## src/rtl/phase_gen.sv

```systemverilog
// Phase accumulator feeding the waveform ROM: 32-bit NCO accumulator, registered
// phase/select outputs and a valid/ready config port that can defer updates to the next wrap.
module phase_gen #(
  parameter int unsigned             ACC_W       = 32,
  parameter int unsigned             PHASE_W     = 8,
  parameter logic [ACC_W-1:0]        FTW_RESET   = ACC_W'(32'h0100_0000),
  parameter bit                      SYNC_UPDATE = 1'b1
) (
  input  logic               clk,
  input  logic               en,
  input  logic               run,
  input  logic               cfg_valid,
  output logic               cfg_ready,
  input  logic [ACC_W-1:0]   cfg_ftw,
  input  logic [PHASE_W-1:0] cfg_off,
  input  logic [1:0]         cfg_sel,
  output logic [PHASE_W-1:0] phase_out,
  output logic [1:0]         sel_out,
  output logic               phase_valid,
  output logic               wrap
);

  typedef enum logic {NORM, PEND} state_t;

  state_t               r_state, w_state_nxt;
  logic [ACC_W-1:0]     r_acc, r_ftw, r_ftw_s;
  logic [PHASE_W-1:0]   r_off, r_off_s;
  logic [1:0]           r_sel, r_sel_s;
  logic                 r_c1;

  logic [ACC_W:0]       w_sum;
  logic                 w_carry;
  logic                 w_accept;
  logic                 w_load_live;
  logic                 w_load_shadow;
  logic                 w_apply_shadow;

  assign w_sum    = {1'b0, r_acc} + {1'b0, r_ftw};
  assign w_carry  = run & w_sum[ACC_W];
  assign w_accept = cfg_valid & cfg_ready;

  always_comb begin
    w_state_nxt    = r_state;
    w_load_live    = 1'b0;
    w_load_shadow  = 1'b0;
    w_apply_shadow = 1'b0;
    cfg_ready      = (r_state == NORM);
    case (r_state)
      NORM: begin
        if (w_accept) begin
          if (!run || !SYNC_UPDATE) begin
            w_load_live = 1'b1;
          end else begin
            w_load_shadow = 1'b1;
            w_state_nxt   = PEND;
          end
        end
      end
      PEND: begin
        // A stalled accumulator would never wrap, so a stall flushes the pending config.
        if (!run || w_carry) begin
          w_apply_shadow = 1'b1;
          w_state_nxt    = NORM;
        end
      end
      default: w_state_nxt = NORM;
    endcase
  end

  always_ff @(posedge clk or negedge en) begin
    if (!en) begin
      r_state <= NORM;
    end else begin
      r_state <= w_state_nxt;
    end
  end

  always_ff @(posedge clk or negedge en) begin
    if (!en) begin
      r_acc   <= '0;
      r_ftw   <= FTW_RESET;
      r_off   <= '0;
      r_sel   <= '0;
      r_ftw_s <= '0;
      r_off_s <= '0;
      r_sel_s <= '0;
    end else begin
      if (run) r_acc <= w_sum[ACC_W-1:0];
      if (w_apply_shadow) begin
        r_ftw <= r_ftw_s;
        r_off <= r_off_s;
        r_sel <= r_sel_s;
      end else if (w_load_live) begin
        r_ftw <= cfg_ftw;
        r_off <= cfg_off;
        r_sel <= cfg_sel;
      end
      if (w_load_shadow) begin
        r_ftw_s <= cfg_ftw;
        r_off_s <= cfg_off;
        r_sel_s <= cfg_sel;
      end
    end
  end

  // Carry goes through two flops so wrap lines up with the first post-wrap phase_out.
  always_ff @(posedge clk or negedge en) begin
    if (!en) begin
      phase_out   <= '0;
      sel_out     <= '0;
      phase_valid <= 1'b0;
      r_c1        <= 1'b0;
      wrap        <= 1'b0;
    end else begin
      phase_out   <= r_acc[ACC_W-1 -: PHASE_W] + r_off;
      sel_out     <= r_sel;
      phase_valid <= run;
      r_c1        <= w_carry;
      wrap        <= r_c1;
    end
  end

endmodule

```

## config.mk

```make
export PLATFORM = sky130hd
export DESIGN_NAME = phase_gen
export DESIGN_NICKNAME = d
export VERILOG_FILES = /design/src/rtl/phase_gen.sv
export SDC_FILE = /design/constraint.sdc
export NUM_CORES = 1
export LEC_CHECK = 0
export CORE_UTILIZATION = 30
export DETAILED_ROUTE_END_ITERATION = 6
export DONT_BUFFER_PORTS = 1
export SKIP_LAST_GASP = 1
export SLEW_MARGIN = 20
export SYNTH_ARGS = -nofsm -noshare
export SYNTH_HDL_FRONTEND = slang
export SYNTH_SLANG_ARGS = --single-unit
```

## constraint.sdc

```tcl
create_clock -name clk -period 2.8 [get_ports clk]
set_input_delay 0.56 -clock clk [delete_from_list [all_inputs] [get_ports clk]]
set_output_delay 0.56 -clock clk [all_outputs]
set_load 0.005 [all_outputs]
```

---- Yosys cells after proc, flatten, opt, wreduce, memory -nomap -nowiden ----
Cells that the tools add are included.
operators by class
  add/sub/neg operators ................... 2
  multiply operators ...................... 0
  divide/modulo/power cells ............... 0
  $lt $le $gt $ge ......................... 0
  equality and inequality tests ........... 0
  shifts and indexed selects .............. 0
  muxes and demuxes ....................... 16
  bitwise gates (word level) .............. 3
  reductions and logical operators ........ 3
operators with widths
  kind               count
  $mux 32            2
  $add 32x32->33     1
  $mux 8             2
  $mux 1             9
  $add 8x8->8        1
  $mux 2             2
  $and 1x1->1        2
  $pmux 1 s2         1
  $reduce_bool 2->1  1
  $logic_not 1->1    1
  $logic_or 1x1->1   1
  $not 1->1          1
storage, ports and cells
  flip-flop bits (word level) ............. 130
  latch bits .............................. 0
  RAM bits ................................ 0
  ROM bits ................................ 0
  input port bits ......................... 46
  logic and storage cells ................. 37
  memories ................................ 0

---- Depth between registers and ports, before layout ----
  depth in word-level cells ............... 6
  gate-level depth with buffers ........... 12
  mapped depth without buffers ............ 10

---- Worst setup path before layout ----
No wires, ideal clock.
  kind .................................... reg-to-reg
  start point ............................. register r_ftw[0]
  end point ............................... register r_off[0]
  arrival ................................. 2.670 ns
  data required time ...................... 2.677 ns
  slack ................................... 0.007 ns
  cell stages (with the launch flop) ...... 12
  buffers on the path ..................... 2
  clock period less this slack ............ 2.793 ns
  cell sequence ........................... dfrtp_1 ha_1 fa_1 a21o_1 nand4_1 and4b_1 nor2_1 a31o_1 a2111o_1 buf_6 buf_6 o221a_2
on the way
  word-level cells in the longest chain between the ends .. 6
RTL lines
  item                                                RTL line  source
  start: declaration                                  26        logic [ACC_W-1:0] r_acc, r_ftw, r_ftw_s;
  start signal: assignment                            90        r_ftw <= r_ftw_s;
  start signal: assignment                            94        r_ftw <= cfg_ftw;
  $add 32x32->33 *                                    38        assign w_sum = {1'b0, r_acc} + {1'b0, r_ftw};
  $and 1x1->1 *                                       39        assign w_carry = run & w_sum[ACC_W];
  $logic_or 1x1->1 *                                  61        if (!run || w_carry) begin
  $mux 1 *                                            61
  $mux 1 *                                            48        case (r_state)
  $mux 8 / $reduce_bool 2->1 (equally long branches)  -
  end signal: assignment                              91        r_off <= r_off_s;
  end signal: assignment                              95        r_off <= cfg_off;
  end: declaration                                    27        logic [PHASE_W-1:0] r_off, r_off_s;
Every way passes the cells marked *; elsewhere a longest branch is shown, timed or not.
A chain may end at the register's enable or synchronous reset.

---- Final worst setup path ----
  start point ............................. register r_ftw[13]
  end point ............................... register r_acc[26]
on the way
  word-level cells in the longest chain between the ends .. 1
RTL lines
  item                    RTL line  source
  $add 32x32->33          38
  end signal: assignment  88        if (run) r_acc <= w_sum[ACC_W-1:0];
  end: declaration        26
Every way passes these cells.

==> flow_metrics.env <==
export IMPL_finalMaxSlewViolations=0
export IMPL_mostFrequentLayoutCells="129 x dfrtp_1, 107 x nand2_1, 64 x mux2_2"
export IMPL_grt_max_degree=131
export IMPL_setup_ws_ns=-0.111
export IMPL_clk_latency_ns=0.43
export IMPL_placed_cells=1040
export IMPL_synth_cells=701
export IMPL_p_leak_nw=3.97
export IMPL_p_int_mw=7.84
export IMPL_status="finished with violations"
export IMPL_synthesis_nets=788
export IMPL_clock_sinks=130
export IMPL_clock_power_share=0.195
export IMPL_grt_pass1_vias=5688
export IMPL_grt_overflow_total=0
export IMPL_ys_seq_elements=130
export IMPL_yosys_most_used_dff="dfrtp_1"
export IMPL_wl_per_cell_um=16.9
export IMPL_core_area_um2=23700
export IMPL_pwr_share_seq=0.267
export IMPL_arrival_ns=3.22
export IMPL_layout_min_cycle_time_ns=2.91
export IMPL_initial_core_util=0.308
export IMPL_dr_pass1_iters=4
export IMPL_maxCapViolations=0
export IMPL_pwr_density_cell_nw_per_um2=1400
export IMPL_synth_edf_count=0
export IMPL_drive_gt1_frac=0.276
export IMPL_routed_via_density=5.09
export IMPL_synth_async_sr_flop_share=1.00
export IMPL_fin_cells=1081
export IMPL_portBuffers=0
export IMPL_rsz0062_at_grt="true"
export IMPL_drc=0
export IMPL_fin_util=0.377
export IMPL_avgSynthCellArea_um2=10.4
export IMPL_area_growth_pct=22.2
export IMPL_fmax_mhz=344
export IMPL_insertedDiodeCount=0
export IMPL_die_area_um2=25000
export IMPL_startpoint_type="register"
export IMPL_hold_violations=129
export IMPL_io_pins=59
export IMPL_nets=837
export IMPL_root_buffer="clkbuf_16"
export IMPL_first_iter_violations=361
export IMPL_combinationalPowerShare=0.538
export IMPL_totalWireLength_mm=18.3
export IMPL_ys_types=56
export IMPL_numCtsBuffers=17
export IMPL_post_dp_hpwl_mm=12.0
export IMPL_syn_area_um2=7300
export IMPL_p_switching_mw=4.66
export IMPL_rows=56
export IMPL_fp_dieW_um=158
export IMPL_vdd_drop_max_v=0.000507
export IMPL_grt_pass1_wl_mm=29.9
export IMPL_switching_share=0.373
export IMPL_antenna_found_initial=0
export IMPL_vias=5499
export IMPL_maxSlewHeadroom=0.568
export IMPL_finalSetupViolCount=42
export IMPL_drtAntennaViolNets=0
export IMPL_violations="negative hold slack, negative setup slack"
export IMPL_h_tree_depth=4
export IMPL_die_y_um=158
export IMPL_cts_buffer_depth=2
export IMPL_crit_path_end_kind="register"
export IMPL_worstHoldPathType="in2async"
export IMPL_grtUsageTotal=0.156
export IMPL_hold_slack_ns=-0.162
export IMPL_globalplace_congestion=0.855
export IMPL_worstPathRequired_ns=3.11
export IMPL_worstSetupPathType="reg2reg"
export IMPL_ys_seq_area_frac=0.446
export IMPL_finalCritPeriodShare=1.04
export IMPL_mostFrequentLayoutCell="dfrtp_1"
export IMPL_ys_warn_count=0
export IMPL_cts_tree="built"
export IMPL_finClkSkew_ns=0.00952
export IMPL_clk_pin_slew_ns=0.06
export IMPL_worst_path_max_fanout=3
export IMPL_tightest_slew_ns=0.647
-- power groups by stage --
stage / clock network (mW) / registers, mW / logic (mW)
after floorplan: 0 / 3.12 / 4.68
after global placement: 0 / 3.31 / 6.20
after detailed placement: 0 / 3.32 / 6.29
after CTS: 2.49 / 3.32 / 6.62
after global routing: 2.57 / 3.43 / 7.48
final: 2.43 / 3.33 / 6.73
-- path summary, 6_finish.rpt --
check	startpoint	end	slack [ns]	cells past startpoint
max	r_ftw[13]$_DFFE_PN0P_	r_acc[26]$_DFFE_PN0P_	-0.11	10
min	en	r_ftw[16]$_DFFE_PN0P_	-0.16	0
max reg2reg	r_ftw[13]$_DFFE_PN0P_	r_acc[26]$_DFFE_PN0P_	-0.11	10
min reg2reg	r_c1$_DFF_PN0_	wrap$_DFF_PN0_	0.35	0
max in group asynchronous	en	r_off_s[0]$_DFFE_PN0P_	2.75	0
min in group clk	run	phase_valid$_DFF_PN0_	0.17	0
-- cells by family after synthesis --
group	count (synthesis)	share of synthesized area
AND/OR/NAND/NOR	210	0.131
buffers and inverters	52	0.0363
XOR/XNOR	30	0.0360
multiplexers	65	0.100
AO/OA/AOI/OAI	173	0.179
flip-flops	130	0.446
adder cells (fa/ha/maj)	41	0.0723
-- worst max-delay path, stage by stage, from the launching register on --
cell	delay [ns]
dfrtp_1	0.40
ha_1	0.30
a21oi_1	0.08
o211ai_1	0.24
and4b_1	0.26
buf_4	0.14
nor3b_1	0.35
o211ai_1	0.22
a21oi_2	0.19
mux2_2	0.35
a221o_1	0.27
-- per-layer routing --
metal	wire length [um]	track usage
met1	8880	0.209
met2	8470	0.247
met3	807	0.0411
met4	135	0.0412
met5	0	0
-- Yosys cell counts (all sizes together), types with 6 or more instances --
| library cell | n | share of area |
|---|---|---|
| nor2 | 21 | 0.011 |
| xnor2 | 21 | 0.025 |
| nor3 | 7 | 0.0048 |
| buf | 12 | 0.016 |
| o21a | 10 | 0.010 |
| ha | 39 | 0.067 |
| clkbuf | 24 | 0.013 |
| o211ai | 6 | 0.0062 |
| a21oi | 40 | 0.027 |
| a31oi | 6 | 0.0051 |
| o221a | 40 | 0.062 |
| xor2 | 9 | 0.011 |
| o21ai | 25 | 0.017 |
| mux2 | 64 | 0.099 |
| a21o | 18 | 0.019 |
| dfrtp | 129 | 0.44 |
| inv | 15 | 0.0077 |
| nand3 | 48 | 0.033 |
| nand2 | 108 | 0.058 |
-- cell type report --
class | instances | area (um^2)
Clock buffer | 20 | 447
Sequential cell | 130 | 3250
Timing Repair Buffer | 66 | 668
Clock inverter | 11 | 185
Inverter | 16 | 60.1
Multi-Input combinational cell | 519 | 3910
Fill cell | 2368 | 14800
Tap cell | 319 | 399
-- flip-flops by register name (all words and copies together), names as in the netlist --
signal,count
phase_out,8
r_ftw,32
r_c1,1
r_ftw_s,32
r_acc,32
wrap,1
r_sel,2
r_off,8
sel_out,2
phase_valid,1
r_state,1
r_sel_s,2
r_off_s,8
-- repair_timing --
action	4_1_cts	5_1_grt
buffers inserted	6	1
pin swaps	6	13
endpoints found under the hold margin	129	130
gates resized for setup	17	11
gates cloned	3	1
endpoints found under the setup margin	45	50
-- metrics by stage --
stage / setup TNS (ns) / worst slack [ns] / area, um^2 / total power, mW
2_1_floorplan: 0 / 0.00743 / 7300 / 7.80
3_3_place_gp: -6.09 / -0.156 / 8020 / 9.51
3_5_place_dp: -9.80 / -0.253 / 8020 / 9.61
4_1_cts: -5.49 / -0.156 / 8840 / 12.4
5_1_grt: -8.74 / -0.223 / 8920 / 13.5
6_report: -3.29 / -0.111 / 8920 / 12.5
(Power assumes the default switching activity.)
